`config.mk`:
```
export PLATFORM = sky130hd
export DESIGN_NAME = vec_execute_unit
export DESIGN_NICKNAME = d
export VERILOG_FILES = /design/src/rtl/vec_exec_pkg.sv /design/src/rtl/vec_lane_mul.sv /design/src/rtl/vec_execute_unit.sv
export SDC_FILE = /design/constraint.sdc
export NUM_CORES = 1
export LEC_CHECK = 0
export BUFFER_PORTS_ARGS = -buffer_cell sky130_fd_sc_hd__buf_2
export CAP_MARGIN = 40
export CORE_ASPECT_RATIO = 0.8
export CORE_UTILIZATION = 50
export DETAILED_ROUTE_END_ITERATION = 7
export MAX_ROUTING_LAYER = met4
export PLACE_DENSITY = 0.7
export SYNTH_ARGS = -nofsm -noshare
export SYNTH_HDL_FRONTEND = slang
export SYNTH_SLANG_ARGS = --single-unit
```
`constraint.sdc`:
```
create_clock -name I_CLOCK -period 6.8 [get_ports I_CLOCK]
set_input_delay 0.34 -clock I_CLOCK [delete_from_list [all_inputs] [get_ports I_CLOCK]]
set_output_delay 0.34 -clock I_CLOCK [all_outputs]
set_load 0.01 [all_outputs]
```
`src/rtl/vec_exec_pkg.sv`:
```
// ---------------------------------------------------------------------------
// vec_exec_pkg
//   Shared definitions for the vector execute unit: opcode encodings, the
//   control FSM state type and a helper that locates a lane inside a packed
//   vector.
// ---------------------------------------------------------------------------
package vec_exec_pkg;

   localparam logic [2:0] OP_VADD     = 3'd0;
   localparam logic [2:0] OP_VSUB     = 3'd1;
   localparam logic [2:0] OP_VAND     = 3'd2;
   localparam logic [2:0] OP_VMOVI    = 3'd3;
   localparam logic [2:0] OP_VCOMPMOV = 3'd4;
   localparam logic [2:0] OP_VMUL     = 3'd5;

   typedef enum logic {
      ST_IDLE = 1'b0,
      ST_MUL  = 1'b1
   } state_t;

   // Bit position of the least significant bit of a lane in a packed vector.
   function automatic int lane_lsb(input int lane, input int width);
      return lane * width;
   endfunction

endpackage

```
`src/rtl/vec_lane_mul.sv`:
```
// ---------------------------------------------------------------------------
// vec_lane_mul
//   One lane of the iterative radix-2 shift-add multiplier. Each step adds the
//   shifted multiplicand when the current multiplier LSB is set, so a full
//   product takes LANE_WIDTH steps. Only the low LANE_WIDTH bits are kept.
//
// Ports
//   clk        in   clock, state updates on the falling edge
//   load       in   capture operands and clear the accumulator
//   step       in   perform one shift-add iteration
//   a, b       in   multiplicand / multiplier (LANE_WIDTH)
//   prod       out  accumulator (final product once all steps are done)
//   prod_next  out  accumulator value after the current step
// ---------------------------------------------------------------------------
module vec_lane_mul #(
   parameter int LANE_WIDTH = 16
) (
   input  logic                  clk,
   input  logic                  load,
   input  logic                  step,
   input  logic [LANE_WIDTH-1:0] a,
   input  logic [LANE_WIDTH-1:0] b,
   output logic [LANE_WIDTH-1:0] prod,
   output logic [LANE_WIDTH-1:0] prod_next
);

   logic [LANE_WIDTH-1:0] mcand_p0;
   logic [LANE_WIDTH-1:0] mplier_p0;
   logic [LANE_WIDTH-1:0] acc_p0;

   assign prod_next = acc_p0 + (mplier_p0[0] ? mcand_p0 : '0);
   assign prod      = acc_p0;

   // Datapath only: a fresh load always precedes use, so no reset needed.
   always_ff @(negedge clk) begin
      if (load) begin
         acc_p0    <= '0;
         mcand_p0  <= a;
         mplier_p0 <= b;
      end else if (step) begin
         acc_p0    <= prod_next;
         mcand_p0  <= mcand_p0 << 1;
         mplier_p0 <= mplier_p0 >> 1;
      end
   end

endmodule

```
`src/rtl/vec_execute_unit.sv`:
```
// ---------------------------------------------------------------------------
// vec_execute_unit
//   LANES-wide integer vector execute stage between DE and MEM. Single-cycle
//   lane-wise ALU ops (VADD, VSUB, VAND, VMOVI, VCOMPMOV) and an iterative
//   VMUL that runs LANE_WIDTH shift-add steps in all lanes in parallel.
//   All state changes on the falling clock edge.
//
// Build option
//   VEC_EXEC_SATURATE_EN : when defined, VADD/VSUB saturate per lane as
//                          signed values; otherwise they wrap.
//
// Ports
//   I_CLOCK        in   clock
//   I_RESET_N      in   asynchronous active-low reset
//   I_Valid        in   DE presents an op
//   O_Ready        out  op accepted this cycle when I_Valid is also high
//   I_Op           in   opcode (6,7 reserved)
//   I_Idx          in   target lane for VCOMPMOV
//   I_VecSrc1/2    in   vector operands
//   I_Scalar       in   scalar for VMOVI / VCOMPMOV
//   I_DestVRegIdx  in   destination vector register
//   I_GPUStall     in   downstream cannot take a result
//   O_Valid        out  result present
//   O_VecDest      out  result vector
//   O_DestVRegIdx  out  destination register of the result
//   O_VRegWEn      out  result writes a register
//   O_Busy         out  VMUL in flight
// ---------------------------------------------------------------------------
module vec_execute_unit
   import vec_exec_pkg::*;
#(
   parameter int LANES      = 4,
   parameter int LANE_WIDTH = 16,
   parameter int VREG_IDW   = 6
) (
   input  logic                        I_CLOCK,
   input  logic                        I_RESET_N,
   input  logic                        I_Valid,
   output logic                        O_Ready,
   input  logic [2:0]                  I_Op,
   input  logic [$clog2(LANES)-1:0]    I_Idx,
   input  logic [LANES*LANE_WIDTH-1:0] I_VecSrc1,
   input  logic [LANES*LANE_WIDTH-1:0] I_VecSrc2,
   input  logic [LANE_WIDTH-1:0]       I_Scalar,
   input  logic [VREG_IDW-1:0]         I_DestVRegIdx,
   input  logic                        I_GPUStall,
   output logic                        O_Valid,
   output logic [LANES*LANE_WIDTH-1:0] O_VecDest,
   output logic [VREG_IDW-1:0]         O_DestVRegIdx,
   output logic                        O_VRegWEn,
   output logic                        O_Busy
);

   localparam int VEC_W = LANES * LANE_WIDTH;
   localparam int IDX_W = $clog2(LANES);
   localparam int CNT_W = (LANE_WIDTH > 2) ? $clog2(LANE_WIDTH) : 1;

`ifdef VEC_EXEC_SATURATE_EN
   // Clamp a LANE_WIDTH+1 bit signed sum to the signed lane range.
   function automatic logic [LANE_WIDTH-1:0] sat_lane(input logic [LANE_WIDTH:0] s);
      if (s[LANE_WIDTH] != s[LANE_WIDTH-1])
         return s[LANE_WIDTH] ? {1'b1, {(LANE_WIDTH-1){1'b0}}}
                              : {1'b0, {(LANE_WIDTH-1){1'b1}}};
      return s[LANE_WIDTH-1:0];
   endfunction
`endif

   function automatic logic [LANE_WIDTH-1:0] lane_add(input logic signed [LANE_WIDTH-1:0] x,
                                                       input logic signed [LANE_WIDTH-1:0] y);
`ifdef VEC_EXEC_SATURATE_EN
      return sat_lane({x[LANE_WIDTH-1], x} + {y[LANE_WIDTH-1], y});
`else
      return x + y;
`endif
   endfunction

   function automatic logic [LANE_WIDTH-1:0] lane_sub(input logic signed [LANE_WIDTH-1:0] x,
                                                       input logic signed [LANE_WIDTH-1:0] y);
`ifdef VEC_EXEC_SATURATE_EN
      return sat_lane({x[LANE_WIDTH-1], x} - {y[LANE_WIDTH-1], y});
`else
      return x - y;
`endif
   endfunction

   state_t             state, state_nxt;
   logic [CNT_W-1:0]   cnt;
   logic               done;       // final product parked behind a stall
   logic               accept;
   logic               mul_load, mul_step, mul_fin, mul_park;
   logic [VEC_W-1:0]   alu_res;
   logic               alu_wen;
   logic [VEC_W-1:0]   mul_acc, mul_nxt, mul_res;
   logic [VREG_IDW-1:0] mul_idx;

   logic               vld_p0;
   logic [VEC_W-1:0]   res_p0;
   logic [VREG_IDW-1:0] idx_p0;
   logic               wen_p0;

   assign O_Ready = I_RESET_N && (state == ST_IDLE) && !(vld_p0 && I_GPUStall);
   assign accept  = I_Valid && O_Ready;
   assign O_Busy  = (state == ST_MUL);

   // Per-lane ALU and multiplier.
   for (genvar g = 0; g < LANES; g++) begin : g_lane
      logic [LANE_WIDTH-1:0] a, b, r;

      assign a = I_VecSrc1[lane_lsb(g, LANE_WIDTH) +: LANE_WIDTH];
      assign b = I_VecSrc2[lane_lsb(g, LANE_WIDTH) +: LANE_WIDTH];

      always_comb begin
         r = '0;
         case (I_Op)
            OP_VADD:     r = lane_add(a, b);
            OP_VSUB:     r = lane_sub(a, b);
            OP_VAND:     r = a & b;
            OP_VMOVI:    r = I_Scalar;
            OP_VCOMPMOV: r = (I_Idx == IDX_W'(g)) ? I_Scalar : a;
            default:     r = '0;   // VMUL comes from the multiplier; reserved ops yield 0
         endcase
      end

      assign alu_res[lane_lsb(g, LANE_WIDTH) +: LANE_WIDTH] = r;

      vec_lane_mul #(.LANE_WIDTH(LANE_WIDTH)) u_mul (
         .clk       (I_CLOCK),
         .load      (mul_load),
         .step      (mul_step),
         .a         (a),
         .b         (b),
         .prod      (mul_acc[lane_lsb(g, LANE_WIDTH) +: LANE_WIDTH]),
         .prod_next (mul_nxt[lane_lsb(g, LANE_WIDTH) +: LANE_WIDTH])
      );
   end

   assign alu_wen = (I_Op <= OP_VMUL);
   // The last step's sum is taken combinationally so VMUL needs no extra cycle.
   assign mul_res = done ? mul_acc : mul_nxt;

   // ---- control FSM: state register ----
   always_ff @(negedge I_CLOCK or negedge I_RESET_N) begin
      if (!I_RESET_N) state <= ST_IDLE;
      else            state <= state_nxt;
   end

   // ---- control FSM: next state and multiplier strobes ----
   // A finished product is only presented while downstream is not stalling;
   // otherwise it parks in the multiplier and the FSM stays in MUL.
   always_comb begin
      state_nxt = state;
      mul_load  = 1'b0;
      mul_step  = 1'b0;
      mul_fin   = 1'b0;
      mul_park  = 1'b0;
      case (state)
         ST_IDLE: begin
            if (accept && I_Op == OP_VMUL) begin
               mul_load  = 1'b1;
               state_nxt = ST_MUL;
            end
         end
         ST_MUL: begin
            if (done) begin
               if (!I_GPUStall) begin
                  mul_fin   = 1'b1;
                  state_nxt = ST_IDLE;
               end
            end else begin
               mul_step = 1'b1;
               if (cnt == '0) begin
                  if (!I_GPUStall) begin
                     mul_fin   = 1'b1;
                     state_nxt = ST_IDLE;
                  end else begin
                     mul_park = 1'b1;
                  end
               end
            end
         end
         default: state_nxt = ST_IDLE;
      endcase
   end

   // ---- iteration counter and parked flag ----
   always_ff @(negedge I_CLOCK or negedge I_RESET_N) begin
      if (!I_RESET_N) begin
         cnt  <= '0;
         done <= 1'b0;
      end else begin
         if (mul_load)
            cnt <= CNT_W'(LANE_WIDTH - 1);
         else if (mul_step && cnt != '0)
            cnt <= cnt - 1'b1;

         if (mul_load || mul_fin) done <= 1'b0;
         else if (mul_park)       done <= 1'b1;
      end
   end

   always_ff @(negedge I_CLOCK) begin
      if (mul_load) mul_idx <= I_DestVRegIdx;
   end

   // ---- stage p0: output register ----
   always_ff @(negedge I_CLOCK or negedge I_RESET_N) begin
      if (!I_RESET_N) begin
         vld_p0 <= 1'b0;
         res_p0 <= '0;
         idx_p0 <= '0;
         wen_p0 <= 1'b0;
      end else if (accept && I_Op != OP_VMUL) begin
         vld_p0 <= 1'b1;
         res_p0 <= alu_res;
         idx_p0 <= I_DestVRegIdx;
         wen_p0 <= alu_wen;
      end else if (mul_fin) begin
         vld_p0 <= 1'b1;
         res_p0 <= mul_res;
         idx_p0 <= mul_idx;
         wen_p0 <= 1'b1;
      end else if (vld_p0 && !I_GPUStall) begin
         vld_p0 <= 1'b0;
         wen_p0 <= 1'b0;
      end
   end

   assign O_Valid       = vld_p0;
   assign O_VecDest     = res_p0;
   assign O_DestVRegIdx = idx_p0;
   assign O_VRegWEn     = wen_p0;

endmodule

```
== Word-level counts from Yosys, hierarchy flattened ==
Index checks and enable logic that the tools add are counted.

* Register bits after elaboration: 276
* Output and inout bits: 74
* Logic and storage cells: 124

* $add $sub $neg: 13
* $lt $le $gt $ge: 1
* Equality and inequality tests: 9
* Muxes and demuxes: 56
* Bitwise logic cells: 5
* Reductions and logical operators: 20

{| class="wikitable"
|+ Operator list
! operator !! count
|-
| two-way mux 16 bit || 24
|-
| case mux 16 bit (5 select lines) || 4
|-
| two-way mux 64 bit || 3
|-
| adder 16 bit || 8
|-
| bitwise AND 16 bit || 4
|-
| subtractor 16 bit || 4
|-
| two-way mux 1 bit || 20
|-
| two-way mux 6 bit || 2
|-
| logical AND 1 bit || 8
|-
| two-way mux 4 bit || 2
|-
| nonzero test 2 bit || 4
|-
| == test 3 x 2 -> 1 bit (second input constant) || 2
|-
| == test 3 bit (second input constant) || 2
|-
| == test 2 bit (second input constant) || 2
|-
| logical NOT 4 bit || 1
|-
| nonzero test 4 bit || 1
|-
| subtractor 4 x 1 -> 4 bit (second input constant) || 1
|-
| == test 3 x 1 -> 1 bit (second input constant) || 1
|-
| less-or-equal comparator 3 bit (second input constant) || 1
|-
| logical NOT 3 bit || 1
|-
| inequality test 3 bit (second input constant) || 1
|-
| nonzero test 3 bit || 1
|-
| == test 2 x 1 -> 1 bit (second input constant) || 1
|-
| logical NOT 1 bit || 2
|-
| other kinds (4) || 4
|}

== Longest topological paths before layout ==
Gate-level depths: netlist (run 1).

* Word-level depth: 9
* Gate-level depth with buffers: 17
* Depth with buffers taken out: 17

== Hierarchy ==
A second synthesis (run 1) with hierarchy kept.

* Cell total of the unflattened synthesis: 2375
* Area, all modules: 22146.2 µm²

{| class="wikitable"
|+ Modules (own cells, without submodules)
! module !! instances !! cells each !! area each (µm²) !! seq. area each (µm²)
|-
| vec_execute_unit || 1 || 1329 || 10517.6 || 2132.0
|-
| vec_lane_mul at g_lane[2].u_mul ... || 2 || 275 || 3014.1 || 1281.2
|-
| vec_lane_mul at g_lane[0].u_mul ... || 2 || 248 || 2800.2 || 1281.2
|}

==> impl_metrics.yaml, run 1 <==
status:
  status: "finished clean"
routing:
  vias: 21100
  drt_first_pass_iters: 8
  drt-total-wl_um: 80300
  drtIter0Drc: 2834
  vias_per_cell: 6.01
  drc_errors: 0
  ant_nets: 0
  routedWlPerCell_um: 22.9
clocking:
  clock-sinks: 276
  cts.repair.resized: 0
  worstSkewPairLatency_ns: 0.62
  cts_hold_buffers: 0
  clkTransAtPathRegs_ns: 0.05
  htree_levels: 2
  cts_tree: "built"
  post_cts_buffers: 0
  cts_buffers: 34
  cts-root-buf: "clkbuf_16"
  clockBufferDepth: 3
power:
  vdd_drop_max_uv: 272
  power.density_nw_per_um2: 470
  leakage_uw: 0.0120
worst_setup_path:
  crit_arrival_ns: 3.60
  required_ns: 3.78
  crit_buf_inv: 2
  path_class: "input port to register"
  end_kind: "register"
  cp_common_cell: "nor2b_1"
  r2r_cells: 12
  startpoint: "I_Op[1]"
  r2r_setup_slack_ns: 3.00
  worstSetupStartpointType: "input port"
  path_max_fanout: 8
  reg2reg_to: "O_VecDest[29]$_DFFE_NN0P_"
  crit_chain: "buf_2, nor2_2, nand2_1, mux2i_1, ha_1, nor2b_1, o31a_1, buf_4, o21ai_1, nor2b_1, xnor2_1, a222oi_1, nor2_1, a221o_1"
  rr_startpoint: "g_lane[1].u_mul.mplier_p0[0]$_DFFE_NP_"
  cpMaxStageDelayCell: "a222oi_1"
  critPathTopFamily: "compound AO/OA/AOI/OAI gates"
  slowest_delay_ns: 0.65
die:
  core_um2: 39500
  die_height_um: 181
  num_rows: 65
  die_w_um: 226
  io_pins: 233
  die_area_um2: 41100
  start_util_pct: 50.9
synth:
  async_flop_share_pct: 28.3
  ys_types: 79
  synth_top_cells_by_count: "577 x nand2_1, 212 x a21oi_1, 198 x nor2_1"
  synth_ff_type: "edfxtp_1"
  yosysSeqAreaShare_pct: 36.0
  synth_area_leaders: "edfxtp_1 20%, nand2_1 11%, dfrtn_1 9.7%"
  yosysMostFrequentCell: "nand2_1"
  synth_edf_count: 134
  avgSynthCellArea_um2: 8.13
  synth-seq-cells: 276
  synth_fp_nets: 2774
  yosysWarnings: 0
  synth_top_area_share_pct: 20.0
  synth_cells: 2477
  synth.largest_area_cell: "edfxtp_1"
  syn_area_um2: 20100
global_routing:
  antenna_found_initial: 9
  grt_pass1_wl_um: 117000
  grt_usage_pct: 39.4
  grt_pass1_vias: 19200
  grt_start_max_net_pins: 70
  gr-total-overflow: 0
sta:
  tns_ns: 0
  skew_ns: 0.0790
  tightest_slew_ns: 0.940
  maxSlewHeadroom_pct: 37.3
  rsz0062_at_grt: "false"
  timing.hold.ws_ns: 0.435
  finalHoldViolations: 0
  setup_viol: 0
  final_max_slew_viol_count: 0
hold_path:
  whs_path_depth: 2
  hold_path_end: "O_VecDest[23]$_DFFE_NN0P_"
  worstHoldStart: "O_VecDest[23]$_DFFE_NN0P_"
  worstHoldPathType: "register to register"
placement:
  dp_cells: 3245
  portBuffers: 232
  place_congestion: 1.06
  dp_hpwl_um: 59500
  dpl-instance-area_um2: 22600
run:
  drv_cap: 0
layout:
  synthToLayoutAreaGrowth_pct: 21.7
  drive_above_1_share_pct: 14.9
  final_area_um2: 24500
  finalNonFillerCells: 3508
  post-route-util_pct: 62.0
  fin_nets: 3240
## metal layers
layer / part of all wire, % / GRT usage, %
met1: 44 / 56.8
met3: 15 / 15.0
met4: 2.1 / 9.05
met5: 0 / -
met2: 39 / 50.9
## state kept, by name, indices dropped and copies added (netlist names)
| name | flops |
|---|---|
| O_VecDest | 64 |
| g_lane.u_mul.mcand_p0 | 64 |
| g_lane.u_mul.mplier_p0 | 64 |
| g_lane.u_mul.prod | 64 |
| O_DestVRegIdx | 6 |
| mul_idx | 6 |
| cnt | 4 |
| O_Busy | 1 |
| O_VRegWEn | 1 |
| O_Valid | 1 |
| done | 1 |
## cell type report
| type | count | area [µm²] |
|---|---|---|
| Fill cell | 3567 | 15000 |
| Multi-Input combinational cell | 2013 | 12200 |
| Sequential cell | 276 | 7260 |
| Timing Repair Buffer | 357 | 2170 |
| Clock buffer | 47 | 982 |
| Clock inverter | 212 | 942 |
| Tap cell | 536 | 671 |
| Inverter | 63 | 241 |
| Antenna cell | 4 | 10.0 |
## report_power, final
part / leakage [µW] / switching [µW] / internal (µW)
registers: 0.00294 / 605 / 2850
logic: 0.00745 / 3350 / 2260
clock network: 0.00164 / 1120 / 1330
total: 0.0120 / 5080 / 6440
## worst max-delay path by stage
stage	to	slack [ns]	cells after the start
after floorplan	O_VecDest[46]$_DFFE_NN0P_	0.006	16
after global placement	O_VecDest[37]$_DFFE_NN0P_	-0.16	14
after detailed placement	O_VecDest[37]$_DFFE_NN0P_	-0.28	14
after CTS	O_VecDest[37]$_DFFE_NN0P_	0.28	14
after global routing	O_VecDest[53]$_DFFE_NN0P_	0.05	16
final	O_VecDest[37]$_DFFE_NN0P_	0.18	14
## cells by family after synthesis
kind of cell | Yosys count | share of synthesized area [%]
AO/OA/AOI/OAI | 679 | 21.7
XOR/XNOR | 159 | 6.92
adder cells (fa/ha/maj) | 138 | 8.88
buffers and inverters | 188 | 3.57
flip-flops | 276 | 36.0
multiplexers | 26 | 1.31
AND/OR/NAND/NOR | 1011 | 21.6
## per-stage QoR
step | setup WS, ns | total power [µW]
after CTS | 0.285 | 11400
final | 0.181 | 11500
after floorplan | 0.00591 | 7340
after global routing | 0.0457 | 12300
after global placement | -0.159 | 8840
after detailed placement | -0.276 | 9080
## placed cells by master (no fill, tap or decap), drive strengths merged, types with 47 or more instances in the layout
master    n
and2     65
ha      130
dfxtp    64
xor2     52
buf     357
edfxtp  134
nor2    199
clkbuf   47
xnor2   107
nand2   577
dfrtn    78
o21ai   162
a21o     59
a21oi   214
inv     265
## worst min-delay path, delay by kind of cell, from the launching register on
kind	cells	cell delay, ns
AOI/OAI and AO/OA	1	0.06
and+or+nand+nor	1	0.05
DFF	1	0.40
No activity file was read; power rests on OpenSTA's default activity.
==> run 2, diff against run 1 <==
--- a/config.mk
+++ b/config.mk
@@ -10,7 +10,6 @@
 export CORE_ASPECT_RATIO = 0.8
 export CORE_UTILIZATION = 50
 export DETAILED_ROUTE_END_ITERATION = 7
-export MAX_ROUTING_LAYER = met4
 export PLACE_DENSITY = 0.7
 export SYNTH_ARGS = -nofsm -noshare
 export SYNTH_HDL_FRONTEND = slang
==> run 2 against run 1 <==
Net effect:
- first-iteration DRC count shrank 8.5%
- global-route usage shrank 1.6 points
- die area is the same
- sequential cell count is the same
- cell count shrank 0.17%
- core utilization shrank 0.39 points
- combinational power is essentially flat
- largest power group unchanged
- highest routed layer is now met5
==> impl_metrics.yaml, run 2 (synthesized netlist as in run 1, its figures left out) <==
status:
  status: "finished clean"
die:
  die_w_um: 226
  core_um2: 39500
  die_height_um: 181
  start_util_pct: 50.9
  die_area_um2: 41100
  io_pins: 233
  num_rows: 65
clocking:
  worstSkewPairLatency_ns: 0.66
  cts-root-buf: "clkbuf_16"
  cts.repair.resized: 0
  cts_hold_buffers: 0
  clockBufferDepth: 3
  htree_levels: 1
  post_cts_buffers: 0
  clkTransAtPathRegs_ns: 0.05
  cts_buffers: 31
  clock-sinks: 276
  cts_tree: "built"
routing:
  drt_first_pass_iters: 6
  drtIter0Drc: 2594
  vias: 20800
  drc_errors: 0
  drt-total-wl_um: 79100
  ant_nets: 0
  vias_per_cell: 5.94
  routedWlPerCell_um: 22.6
worst_setup_path:
  crit_arrival_ns: 3.48
  path_max_fanout: 14
  worstSetupStartpointType: "input port"
  end_kind: "register"
  required_ns: 3.83
  path_class: "input port to register"
  r2r_cells: 12
global_routing:
  grt_pass1_wl_um: 117000
  gr-total-overflow: 0
  grt_usage_pct: 37.8
  grt_start_max_net_pins: 73
  grt_pass1_vias: 19300
  antenna_found_initial: 11
hold_path:
  worstHoldPathType: "register to register"
  whs_path_depth: 2
layout:
  final_area_um2: 24300
  fin_nets: 3237
  drive_above_1_share_pct: 14.9
  layout_common_cells: "576 x nand2_1, 261 x inv_1, 232 x buf_2, 211 x a21oi_1, 196 x nor2_1"
  synthToLayoutAreaGrowth_pct: 20.9
  final_common_cell: "nand2_1"
sta:
  tightest_slew_ns: 0.940
  rsz0062_at_grt: "false"
  setup_viol: 0
  final_max_slew_viol_count: 0
  tns_ns: 0
  maxSlewHeadroom_pct: 36.7
  skew_ns: 0.0807
  finalHoldViolations: 0
  timing.hold.ws_ns: 0.428
placement:
  portBuffers: 232
  dpl-instance-area_um2: 22600
  place_congestion: 1.00
  dp_hpwl_um: 59100
power:
  leakage_uw: 0.0120
  power.density_nw_per_um2: 461
  vdd_drop_max_uv: 280
run:
  drv_cap: 0
-- run 2: cell types whose count changed in the layout (fill, tap and decap cells not counted), sizes merged --
cell and delta:
bufinv -5, clkbuf -12, clkinv +7, clkinvlp +4, diode -3, inv +3
-- run 2: cell type report --
cell class	instances	area [µm²]
Fill cell	3687	15200
Multi-Input combinational cell	2013	12200
Sequential cell	276	7260
Timing Repair Buffer	357	2210
Clock inverter	221	903
Clock buffer	35	842
Tap cell	536	671
Inverter	63	241
Antenna cell	1	2.50
-- run 2: power breakdown --
group | total [µW] | leakage (µW) | switching (µW) | internal [µW]
sequential | 3470 | 0.00294 | 612 | 2850
clock | 2180 | 0.00155 | 1120 | 1060
combinational | 5580 | 0.00746 | 3320 | 2260
-- run 2: stage by stage --
step	total power [µW]	util (%)	setup WS [ns]	std cells
detailed placement	9090	57.2	-0.172	3245
CTS	11100	61.6	0.428	3500
floorplan	7340	-	0.00591	2477
global placement	8840	57.0	-0.126	3242
global route	12100	61.6	0.192	3502
finish	11200	61.6	0.349	3502
-- run 2: worst max-delay path, cell delays in order --
cell      delay (ns)
buf_2           0.11
nor2_2          0.14
nand2_1         0.13
buf_12          0.18
mux2i_1         0.23
ha_1            0.27
nor2b_1         0.14
o31a_1          0.27
buf_4           0.15
o21ai_1         0.19
nor2b_1         0.19
xnor2_1         0.08
a222oi_1        0.54
nor2_1          0.21
a221o_1         0.30
-- run 2: layer usage --
metal	up-vias	global-route usage, %	share of wire, %	wire (µm)
li1	9691	-	-	-
met1	9816	55.5	44	34900
met2	1179	49.6	39	30600
met3	123	16.3	15	11600
met4	6	9.89	2.4	1920
met5	-	0	0.051	40
-- run 2: final timing paths --
| path | from | endpoint | slack [ns] |
|---|---|---|---|
| setup / recovery | I_Op[1] | O_VecDest[37]$_DFFE_NN0P_ | 0.35 |
| hold / removal | O_VecDest[19]$_DFFE_NN0P_ | O_VecDest[19]$_DFFE_NN0P_ | 0.43 |
| setup reg to reg | g_lane[1].u_mul.mplier_p0[0]$_DFFE_NP_ | O_VecDest[29]$_DFFE_NN0P_ | 3.02 |
| hold reg to reg | O_VecDest[19]$_DFFE_NN0P_ | O_VecDest[19]$_DFFE_NN0P_ | 0.43 |
| max in group asynchronous | I_RESET_N | O_VecDest[31]$_DFFE_NN0P_ | 2.57 |
| min in group asynchronous | I_RESET_N | O_DestVRegIdx[5]$_DFFE_NN0P_ | 3.09 |
